`src/rtl/dump_pkg.sv`:
```
// Shared definitions for the debug dump sequencer: FSM state encoding,
// word-index layout of a dump and the total-word helper.
package dump_pkg;

  localparam int DUMP_DATA_W    = 32;
  localparam int DUMP_BYTE_W    = 8;
  localparam int BYTES_PER_WORD = DUMP_DATA_W / DUMP_BYTE_W;

  // Word order of a dump: PC, cycle count, then register file, then memory.
  localparam int IDX_PC   = 0;
  localparam int IDX_CYC  = 1;
  localparam int IDX_REG0 = 2;

  typedef enum logic [2:0] {
    S_IDLE,
    S_FETCH,
    S_LOAD,
    S_SEND,
    S_WAIT,
    S_DONE
  } state_t;

  function automatic int total_words(input int nreg, input int nmem);
    return IDX_REG0 + nreg + nmem;
  endfunction

endpackage

```
`src/rtl/dump_byte_tx.sv`:
```
// Byte serializer for one dump word: shift register, byte counter, tx_start
// pulse generation and tx_done_tick rising-edge detection.
module dump_byte_tx
  import dump_pkg::*;
#(
  parameter int DATA_W = DUMP_DATA_W,
  parameter int BYTE_W = DUMP_BYTE_W,
  parameter int NBYTES = BYTES_PER_WORD
) (
  input  logic              clk,
  input  logic              reset,
  input  logic              load,
  input  logic [DATA_W-1:0] word,
  input  logic              waiting,
  input  logic              tx_done_tick,
  output logic              tx_start,
  output logic [BYTE_W-1:0] tx_data,
  output logic              byte_sent,
  output logic              word_sent
);

  localparam int CNT_W = (NBYTES > 1) ? $clog2(NBYTES) : 1;
  localparam logic [CNT_W-1:0] LAST_BYTE = CNT_W'(NBYTES - 1);

  logic [DATA_W-1:0] shift_q;
  logic [DATA_W-1:0] shifted;
  logic [CNT_W-1:0]  cnt_q;
  logic              tick_q;
  logic              tick_edge;

  // A tick that is already high on entry to WAIT shows tick_q=1 and is ignored.
  assign shifted   = shift_q >> BYTE_W;
  assign tick_edge = waiting & tx_done_tick & ~tick_q;
  assign byte_sent = tick_edge & (cnt_q != LAST_BYTE);
  assign word_sent = tick_edge & (cnt_q == LAST_BYTE);

  // NOTE: non-blocking assignments so every register here samples pre-edge values.
  always_ff @(posedge clk) begin
    if (reset) begin
      // NOTE: datapath registers are reset as well so tx_data reads 0 before any dump.
      shift_q  <= '0;
      cnt_q    <= '0;
      tick_q   <= 1'b0;
      tx_start <= 1'b0;
      tx_data  <= '0;
    end else begin
      tick_q   <= tx_done_tick;
      tx_start <= load | byte_sent;
      if (load) begin
        shift_q <= word;
        cnt_q   <= '0;
        tx_data <= word[BYTE_W-1:0];
      end else if (byte_sent) begin
        shift_q <= shifted;
        cnt_q   <= cnt_q + CNT_W'(1);
        tx_data <= shifted[BYTE_W-1:0];
      end
    end
  end

endmodule

```
`src/rtl/dump_sequencer.sv`:
```
// Streams a MIPS state snapshot (PC, cycles, registers) over the UART TX after
// a halt/step. Define DUMP_MEM_EN to append data-memory words to the dump.
module dump_sequencer
  import dump_pkg::*;
#(
  parameter int DATA_W = DUMP_DATA_W,
  parameter int BYTE_W = DUMP_BYTE_W,
  parameter int NREG   = 32,
  parameter int REG_AW = 5,
  parameter int NMEM   = 32,
  parameter int MEM_AW = 5
) (
  input  logic              clk,
  input  logic              reset,
  input  logic              start,
  input  logic [DATA_W-1:0] pc_in,
  input  logic [DATA_W-1:0] cycles_in,
  output logic [REG_AW-1:0] reg_addr,
  input  logic [DATA_W-1:0] reg_data,
  output logic [MEM_AW-1:0] mem_addr,
  input  logic [DATA_W-1:0] mem_data,
  output logic              tx_start,
  output logic [BYTE_W-1:0] tx_data,
  input  logic              tx_done_tick,
  output logic              busy,
  output logic              done
);

`ifdef DUMP_MEM_EN
  localparam int NMEM_DUMP = NMEM;
`else
  localparam int NMEM_DUMP = 0;
`endif
  localparam int TOTAL_WORDS = total_words(NREG, NMEM_DUMP);
  localparam int IDX_W       = $clog2(TOTAL_WORDS + 1);

  localparam logic [IDX_W-1:0] PC_IDX   = IDX_W'(IDX_PC);
  localparam logic [IDX_W-1:0] CYC_IDX  = IDX_W'(IDX_CYC);
  localparam logic [IDX_W-1:0] REG_BASE = IDX_W'(IDX_REG0);
  localparam logic [IDX_W-1:0] MEM_BASE = IDX_W'(IDX_REG0 + NREG);
  localparam logic [IDX_W-1:0] LAST_IDX = IDX_W'(TOTAL_WORDS - 1);

  state_t            state_q, state_d;
  logic [IDX_W-1:0]  idx_q;
  logic [DATA_W-1:0] pc_q, cyc_q, word;
  logic              load, waiting, byte_sent, word_sent;
  logic              in_reg;

  // Indices outside a range drive address 0 on that port.
  assign in_reg   = (idx_q >= REG_BASE) && (idx_q < MEM_BASE);
  assign reg_addr = in_reg ? REG_AW'(idx_q - REG_BASE) : '0;

`ifdef DUMP_MEM_EN
  logic in_mem;
  assign in_mem   = idx_q >= MEM_BASE;
  assign mem_addr = in_mem ? MEM_AW'(idx_q - MEM_BASE) : '0;
`else
  logic unused_mem;
  assign unused_mem = ^mem_data;
  assign mem_addr   = '0;
`endif

  always_comb begin
    word = '0;
    if (idx_q == PC_IDX)       word = pc_q;
    else if (idx_q == CYC_IDX) word = cyc_q;
    else if (in_reg)           word = reg_data;
`ifdef DUMP_MEM_EN
    else if (in_mem)           word = mem_data;
`endif
  end

  always_comb begin
    // NOTE: every output gets a default first so no path infers a latch.
    state_d = state_q;
    load    = 1'b0;
    waiting = 1'b0;
    busy    = 1'b0;
    done    = 1'b0;
    case (state_q)
      S_IDLE:  if (start) state_d = S_FETCH;
      S_FETCH: begin
        busy    = 1'b1;
        state_d = S_LOAD;
      end
      S_LOAD: begin
        busy    = 1'b1;
        load    = 1'b1;
        state_d = S_SEND;
      end
      S_SEND: begin
        busy    = 1'b1;
        state_d = S_WAIT;
      end
      S_WAIT: begin
        busy    = 1'b1;
        waiting = 1'b1;
        if (byte_sent)      state_d = S_SEND;
        else if (word_sent) state_d = (idx_q == LAST_IDX) ? S_DONE : S_FETCH;
      end
      S_DONE: begin
        done    = 1'b1;
        state_d = S_IDLE;
      end
      default: state_d = S_IDLE;
    endcase
  end

  always_ff @(posedge clk) begin
    if (reset) begin
      state_q <= S_IDLE;
      idx_q   <= '0;
      pc_q    <= '0;
      cyc_q   <= '0;
    end else begin
      state_q <= state_d;
      if (state_q == S_IDLE) begin
        idx_q <= '0;
        if (start) begin
          pc_q  <= pc_in;
          cyc_q <= cycles_in;
        end
      end else if (word_sent && idx_q != LAST_IDX) begin
        idx_q <= idx_q + IDX_W'(1);
      end
    end
  end

  dump_byte_tx #(
    .DATA_W(DATA_W),
    .BYTE_W(BYTE_W),
    .NBYTES(DATA_W / BYTE_W)
  ) u_byte_tx (
    .clk         (clk),
    .reset       (reset),
    .load        (load),
    .word        (word),
    .waiting     (waiting),
    .tx_done_tick(tx_done_tick),
    .tx_start    (tx_start),
    .tx_data     (tx_data),
    .byte_sent   (byte_sent),
    .word_sent   (word_sent)
  );

endmodule

```
`config.mk`:
```
export PLATFORM = sky130hd
export DESIGN_NAME = dump_sequencer
export DESIGN_NICKNAME = d
export VERILOG_FILES = /design/src/rtl/dump_pkg.sv /design/src/rtl/dump_byte_tx.sv /design/src/rtl/dump_sequencer.sv
export SDC_FILE = /design/constraint.sdc
export NUM_CORES = 1
export LEC_CHECK = 0
export BUFFER_PORTS_ARGS = -buffer_cell sky130_fd_sc_hd__buf_2
export CAP_MARGIN = 0
export CORE_MARGIN = 3
export CORE_UTILIZATION = 47
export CTS_CLUSTER_DIAMETER = 120
export DETAILED_ROUTE_END_ITERATION = 7
export PLACE_DENSITY = 0.75
export SETUP_SLACK_MARGIN = 0.15
export SLEW_MARGIN = 10
export SYNTH_ARGS = -nofsm -noshare
export SYNTH_HDL_FRONTEND = slang
export SYNTH_SLANG_ARGS = --single-unit
```
`constraint.sdc`:
```
create_clock -name clk -period 2.05 [get_ports clk]
set_clock_uncertainty 0.15 [all_clocks]
set_input_delay 0.41 -clock clk [delete_from_list [all_inputs] [get_ports clk]]
set_output_delay 0.41 -clock clk [all_outputs]
set_load 0.01 [all_outputs]
```
==> flow_summary.json, run 1 <==
{
  "clockBufferDepth": 2,
  "timing.max_cap.violations": 0,
  "grt_pass1_wl_um": 24300,
  "final_common_cell": "nand2_1",
  "cts_made_buffers": 9,
  "synth-warning-count": 0,
  "avgRoutedWirePerCell_um": 16.9,
  "wl_met3_um": 1110,
  "antenna_cells": 0,
  "stdcell_count": 907,
  "grt_overflow_total": 0,
  "cpPeakStageDelay_ns": 0.36,
  "ys_ff_latch": 109,
  "hp-class": "in -> reg",
  "setup_viol": 35,
  "gp_congestion": 0.820,
  "worst_slew_pin_slew_ns": 0.728,
  "hold_viol": 0,
  "r2r_cells": 9,
  "viasPerCell": 5.76,
  "drcViolationCount": 0,
  "die_w_um": 113,
  "start_kind": "register",
  "cts_sinks": 109,
  "total_leakage_power_nw": 2.56,
  "critPathCaptureType": "primary output",
  "rows": 38,
  "root_buffer": "clkbuf_16",
  "path_cells": "nor4_4 > mux2i_4 > nor2b_4 > buf_6",
  "drive_gt1_share_pct": 32.3,
  "routed-wl-met2_um": 7590,
  "multi_input_area_um2": 2930,
  "dieArea_um2": 12700,
  "final_cell_mix": "nand2_1, buf_2, dfxtp_1",
  "violations": "setup timing",
  "synth_async_sr_flop_share_pct": 0,
  "grt_pass1_vias": 5001,
  "maxUsedRoutingLayer": "met4",
  "setup_ws_ns": -0.153,
  "num-nets-final": 901,
  "areaGrowthSynthToFinish_pct": 27.2,
  "drt_iter0_markers": 488,
  "grt_use_total_pct": 23.3,
  "io_buffers": 115,
  "p_per_area_nw_per_um2": 742,
  "ant_nets": 0,
  "yosysUniqueCellTypes": 51,
  "regArea_um2": 2200,
  "synth_top_flop_cell": "dfxtp_1",
  "dpl.hpwl_um": 10200,
  "relSlewSlack_pct": 51.3,
  "holdPathStages": 3,
  "maxSlewViolCount": 0,
  "clk_pin_slew_ns": 0.08,
  "syn_area_per_cell_um2": 8.16,
  "cts_hold_buf": 0,
  "yosysTopAreaCell": "dfxtp_1",
  "insertion_delay_ns": 0.35,
  "die_height_um": 113,
  "synth-edff-count": 0,
  "antenna_found_initial": 0,
  "period_needed_ns": 2.20,
  "yosysTopAreaCellShare_pct": 40.7,
  "required_ns": 1.49,
  "fin_setup_tns_ns": -2.97,
  "synthCells": 657,
  "ir_worst_vdd_v": 0.000372,
  "arrival_ns": 1.64,
  "drt-total-wl_um": 15300,
  "grt_max_degree": 65,
  "path_class": "reg -> out",
  "h-tree-depth": 3,
  "rsz0062_at_grt": "true",
  "met1_length_um": 6240,
  "path_max_fanout": 5,
  "ys_seq_area_share_pct": 40.7,
  "slowest_stage": "dfxtp_4",
  "core_area_um2": 11000,
  "placed_cells": 873,
  "io_pins": 153,
  "status": "finished, violations left",
  "fill_cells": 894,
  "syn-cell-area_um2": 5360,
  "fin_crit_sh_pct": 107,
  "cts_tree": "done",
  "fmax_mhz": 454,
  "synth_area_leaders": "dfxtp_1, nand2_1, a21oi_1",
  "first_pass_iters": 5,
  "via_count": 5225,
  "initial_utilization_pct": 48.8
}
[sequential cells by signal, summed over array words and instances (netlist names)]
register            cells
idx_q                   6
pc_q                   32
u_byte_tx.shift_q      32
state_q                 3
u_byte_tx.cnt_q         2
u_byte_tx.tx_start      1
cyc_q                  32
u_byte_tx.tick_q        1
[stage by stage]
stage               setup slack, ns  utilization [%]  area [um^2]  hold WS [ns]  total power [mW]
finish                       -0.153             62.1         6830         0.141              5.07
global route                 -0.237             62.1         6830         0.136              5.29
floorplan                    0.0846                -         5500         0.286              3.09
detailed placement          -0.0749             55.8         6130         0.297              3.39
CTS                          -0.159             61.2         6720         0.139              5.04
global placement           -0.00672             55.8         6130         0.294              3.34
[Yosys cell counts (3+ instances only)]
master,count
a21oi_1,81
nor3_1,20
nor2b_1,3
a221oi_1,8
ha_1,7
nand3_1,42
clkbuf_1,33
and2_1,5
inv_1,20
nor4_1,3
o221ai_1,8
buf_4,14
nand2_1,149
a311oi_1,4
buf_2,20
a311oi_2,12
a31oi_1,16
a211oi_2,9
dfxtp_1,109
xnor2_1,6
buf_6,3
o2bb2ai_1,32
nor2_1,14
[per-layer routing]
layer,global-route usage [%],vias up
met5,0,-
li1,-,2506
met4,8.97,0
met2,39.0,222
met1,29.9,2459
met3,4.28,38
[worst max-delay path: cells and delay by family (launching register included)]
family | cells | cell delay [ns]
buffers and inverters | 1 | 0.10
DFF | 1 | 0.36
muxes | 1 | 0.33
and+or+nand+nor | 2 | 0.51
[report_power, final]
| part | leakage (nW) | internal [mW] | switching (mW) |
|---|---|---|---|
| Clock | 0.132 | 0.865 | 0.812 |
| Combinational | 1.53 | 0.426 | 0.549 |
| Sequential | 0.895 | 2.30 | 0.114 |
[final timing paths]
check                         from                                  to  slack [ns]
max          idx_q[2]$_SDFFE_PP0P_                         reg_addr[2]       -0.15
min                  cycles_in[26]              cyc_q[26]$_SDFFE_PP0P_        0.14
max reg2reg  idx_q[2]$_SDFFE_PP0P_  u_byte_tx.shift_q[10]$_SDFFE_PP0P_       -0.12
min reg2reg  cyc_q[8]$_SDFFE_PP0P_               cyc_q[8]$_SDFFE_PP0P_        0.31
[cell type report]
| type | instances | area share [%] |
|---|---|---|
| Sequential cell | 109 | 32.2 |
| Tap cell | 140 | 2.57 |
| Clock buffer | 10 | 3.50 |
| Inverter | 20 | 1.10 |
| Timing Repair Buffer | 164 | 17.0 |
| Multi-Input combinational cell | 458 | 43.0 |
| Clock inverter | 6 | 0.660 |
[logic make-up after synthesis]
group           synth area share (%)
xor+xnor                        1.31
simple gates                    22.2
other cells                   0.0699
mux                            0.630
compound gates                  24.4
fa+ha+maj                       1.63
flops                           40.7
buf+inv                         9.05
[repair_timing]
item	in CTS	in global routing
setup endpoints to repair	39	43
pin swaps	6	6
gates resized for setup	34	19
setup buffers	11	4
gates cloned	2	1
Power figures use the tool's default switching activity.
==> run 2, diff against run 1 <==
==> constraint.sdc (replaced) <==
create_clock -name clk -period 2.05 [get_ports clk]
set_clock_uncertainty 0.15 [all_clocks]
set_input_delay 0.5125 -clock clk [delete_from_list [all_inputs] [get_ports clk]]
set_output_delay 0.5125 -clock clk [all_outputs]
set_load 0.01 [all_outputs]
==> run 2 against run 1 <==
Compared with the run above: the run still ends with setup timing left; flip-flop and latch count stayed put; critical path type unchanged; via count is 4.1% lower; non-clock buffer count is 4 lower; design area is 2.9% lower; critical path depth stayed put; die area stayed put; setup slack worse by 0.12 ns; sequential power hardly changed; wire length is 5.4% lower; combinational power is 2% lower; critical endpoint unchanged; hold slack better by 0.11 ns.
==> flow_summary.json, run 2 (synthesis gave the netlist of run 1 again) <==
{
  "grt_pass1_wl_um": 22900,
  "ant_nets": 0,
  "dpl.hpwl_um": 10300,
  "initial_utilization_pct": 48.8,
  "clockBufferDepth": 2,
  "final_area_um2": 6630,
  "period_needed_ns": 2.33,
  "p_per_area_nw_per_um2": 751,
  "final_cell_mix": "nand2_1, buf_2, dfxtp_1",
  "setup_ws_ns": -0.276,
  "die_height_um": 113,
  "core_area_um2": 11000,
  "stdcell_count": 903,
  "avgRoutedWirePerCell_um": 16.1,
  "routed-wl-met2_um": 7260,
  "viasPerCell": 5.55,
  "hold_viol": 0,
  "grt_pass1_vias": 4742,
  "path_max_fanout": 5,
  "hp-class": "in -> reg",
  "worst_slew_pin_slew_ns": 0.997,
  "violations": "setup timing",
  "die_w_um": 113,
  "dieArea_um2": 12700,
  "via_count": 5011,
  "grt_max_degree": 65,
  "cts_sinks": 109,
  "fmax_mhz": 430,
  "cts_made_buffers": 9,
  "setup_viol": 19,
  "gp_congestion": 0.818,
  "antenna_cells": 0,
  "insertion_delay_ns": 0.35,
  "relSlewSlack_pct": 33.4,
  "path_class": "reg -> out",
  "cts_tree": "done",
  "reg_top3": "cyc_q (32), pc_q (32), u_byte_tx.shift_q (32)",
  "rsz0062_at_grt": "true",
  "status": "finished, violations left",
  "drt_iter0_markers": 311,
  "root_buffer": "clkbuf_16",
  "cts_hold_buf": 0,
  "timing.max_cap.violations": 0,
  "wl_met3_um": 791,
  "antenna_found_initial": 0,
  "grt_use_total_pct": 22.2,
  "drcViolationCount": 0,
  "drive_gt1_share_pct": 30.7,
  "maxSlewViolCount": 0,
  "final_common_cell": "nand2_1",
  "required_ns": 1.39,
  "start_kind": "register",
  "grt_overflow_total": 0,
  "maxUsedRoutingLayer": "met4",
  "areaGrowthSynthToFinish_pct": 23.6,
  "fin_setup_tns_ns": -2.02,
  "met1_length_um": 6230,
  "arrival_ns": 1.66,
  "drt-total-wl_um": 14500,
  "fin_crit_sh_pct": 113,
  "h-tree-depth": 3,
  "rows": 38,
  "critPathCaptureType": "primary output",
  "placed_area_um2": 6120,
  "clk_pin_slew_ns": 0.07,
  "first_pass_iters": 6,
  "io_buffers": 115,
  "num-nets-final": 897,
  "placed_cells": 880,
  "io_pins": 153,
  "ir_worst_vdd_v": 0.000448,
  "total_leakage_power_nw": 2.51
}
==> run 2: cell types whose count changed in the layout (fill, tap and decap cells not counted), moves of 3 or more <==
| cell | change |
|---|---|
| a31oi_1 | +8 |
| a31oi_2 | -6 |
| buf_4 | +5 |
| buf_6 | -5 |
| a21oi_1 | +3 |
| a21oi_2 | -3 |
==> run 2: power breakdown <==
part / switching (mW) / leakage, nW / total, mW / internal [mW]
combinational: 0.534 / 1.49 / 0.957 / 0.423
sequential: 0.117 / 0.894 / 2.42 / 2.31
clock: 0.776 / 0.129 / 1.60 / 0.823
total: 1.43 / 2.51 / 4.98 / 3.55
==> run 2: per-layer routing <==
layer	global-route usage, %	up-vias
li1	-	2503
met1	28.3	2339
met2	38.4	151
met3	3.48	18
met4	7.37	0
met5	0	-
==> run 2: worst paths after layout <==
path         cells after the start                                end                  start  slack [ns]
max reg2reg                      8  u_byte_tx.shift_q[5]$_SDFFE_PP0P_  idx_q[1]$_SDFFE_PP0P_       -0.11
min reg2reg                      2              cyc_q[2]$_SDFFE_PP0P_  cyc_q[2]$_SDFFE_PP0P_        0.31
min                              3             cyc_q[16]$_SDFFE_PP0P_          cycles_in[16]        0.25
max                              4                        reg_addr[2]  idx_q[2]$_SDFFE_PP0P_       -0.28
==> run 2: final cells by class <==
class / instances / area, um^2
Clock buffer: 10 / 229
Clock inverter: 6 / 38.8
Fill cell: 947 / 4350
Inverter: 20 / 75.1
Multi-Input combinational cell: 458 / 2850
Sequential cell: 109 / 2190
Tap cell: 140 / 175
Timing Repair Buffer: 160 / 1070
==> run 2: worst max-delay path: stages, from the launching register on <==
cell	delay [ns]
dfxtp_2	0.34
nor4_4	0.33
mux2i_4	0.34
nor2b_4	0.19
buf_6	0.11
==> run 2: timing repair <==
item                                   CTS  global route
endpoints found under the hold margin    0             0
gates resized for setup                 27            10
setup endpoints to repair               42            44
cloned                                   1             0
pin swaps                               16             1
buffers inserted                         3             3
==> run 2: metrics by stage <==
step,power (mW),setup slack [ns],util [%],hold slack (ns)
after global routing,5.21,-0.347,60.4,0.248
final,4.98,-0.276,60.4,0.247
after global placement,3.34,-0.0615,55.7,0.293
after detailed placement,3.38,-0.113,55.7,0.297
after floorplan,3.09,-0.0170,-,0.286
after CTS,4.99,-0.263,59.7,0.241
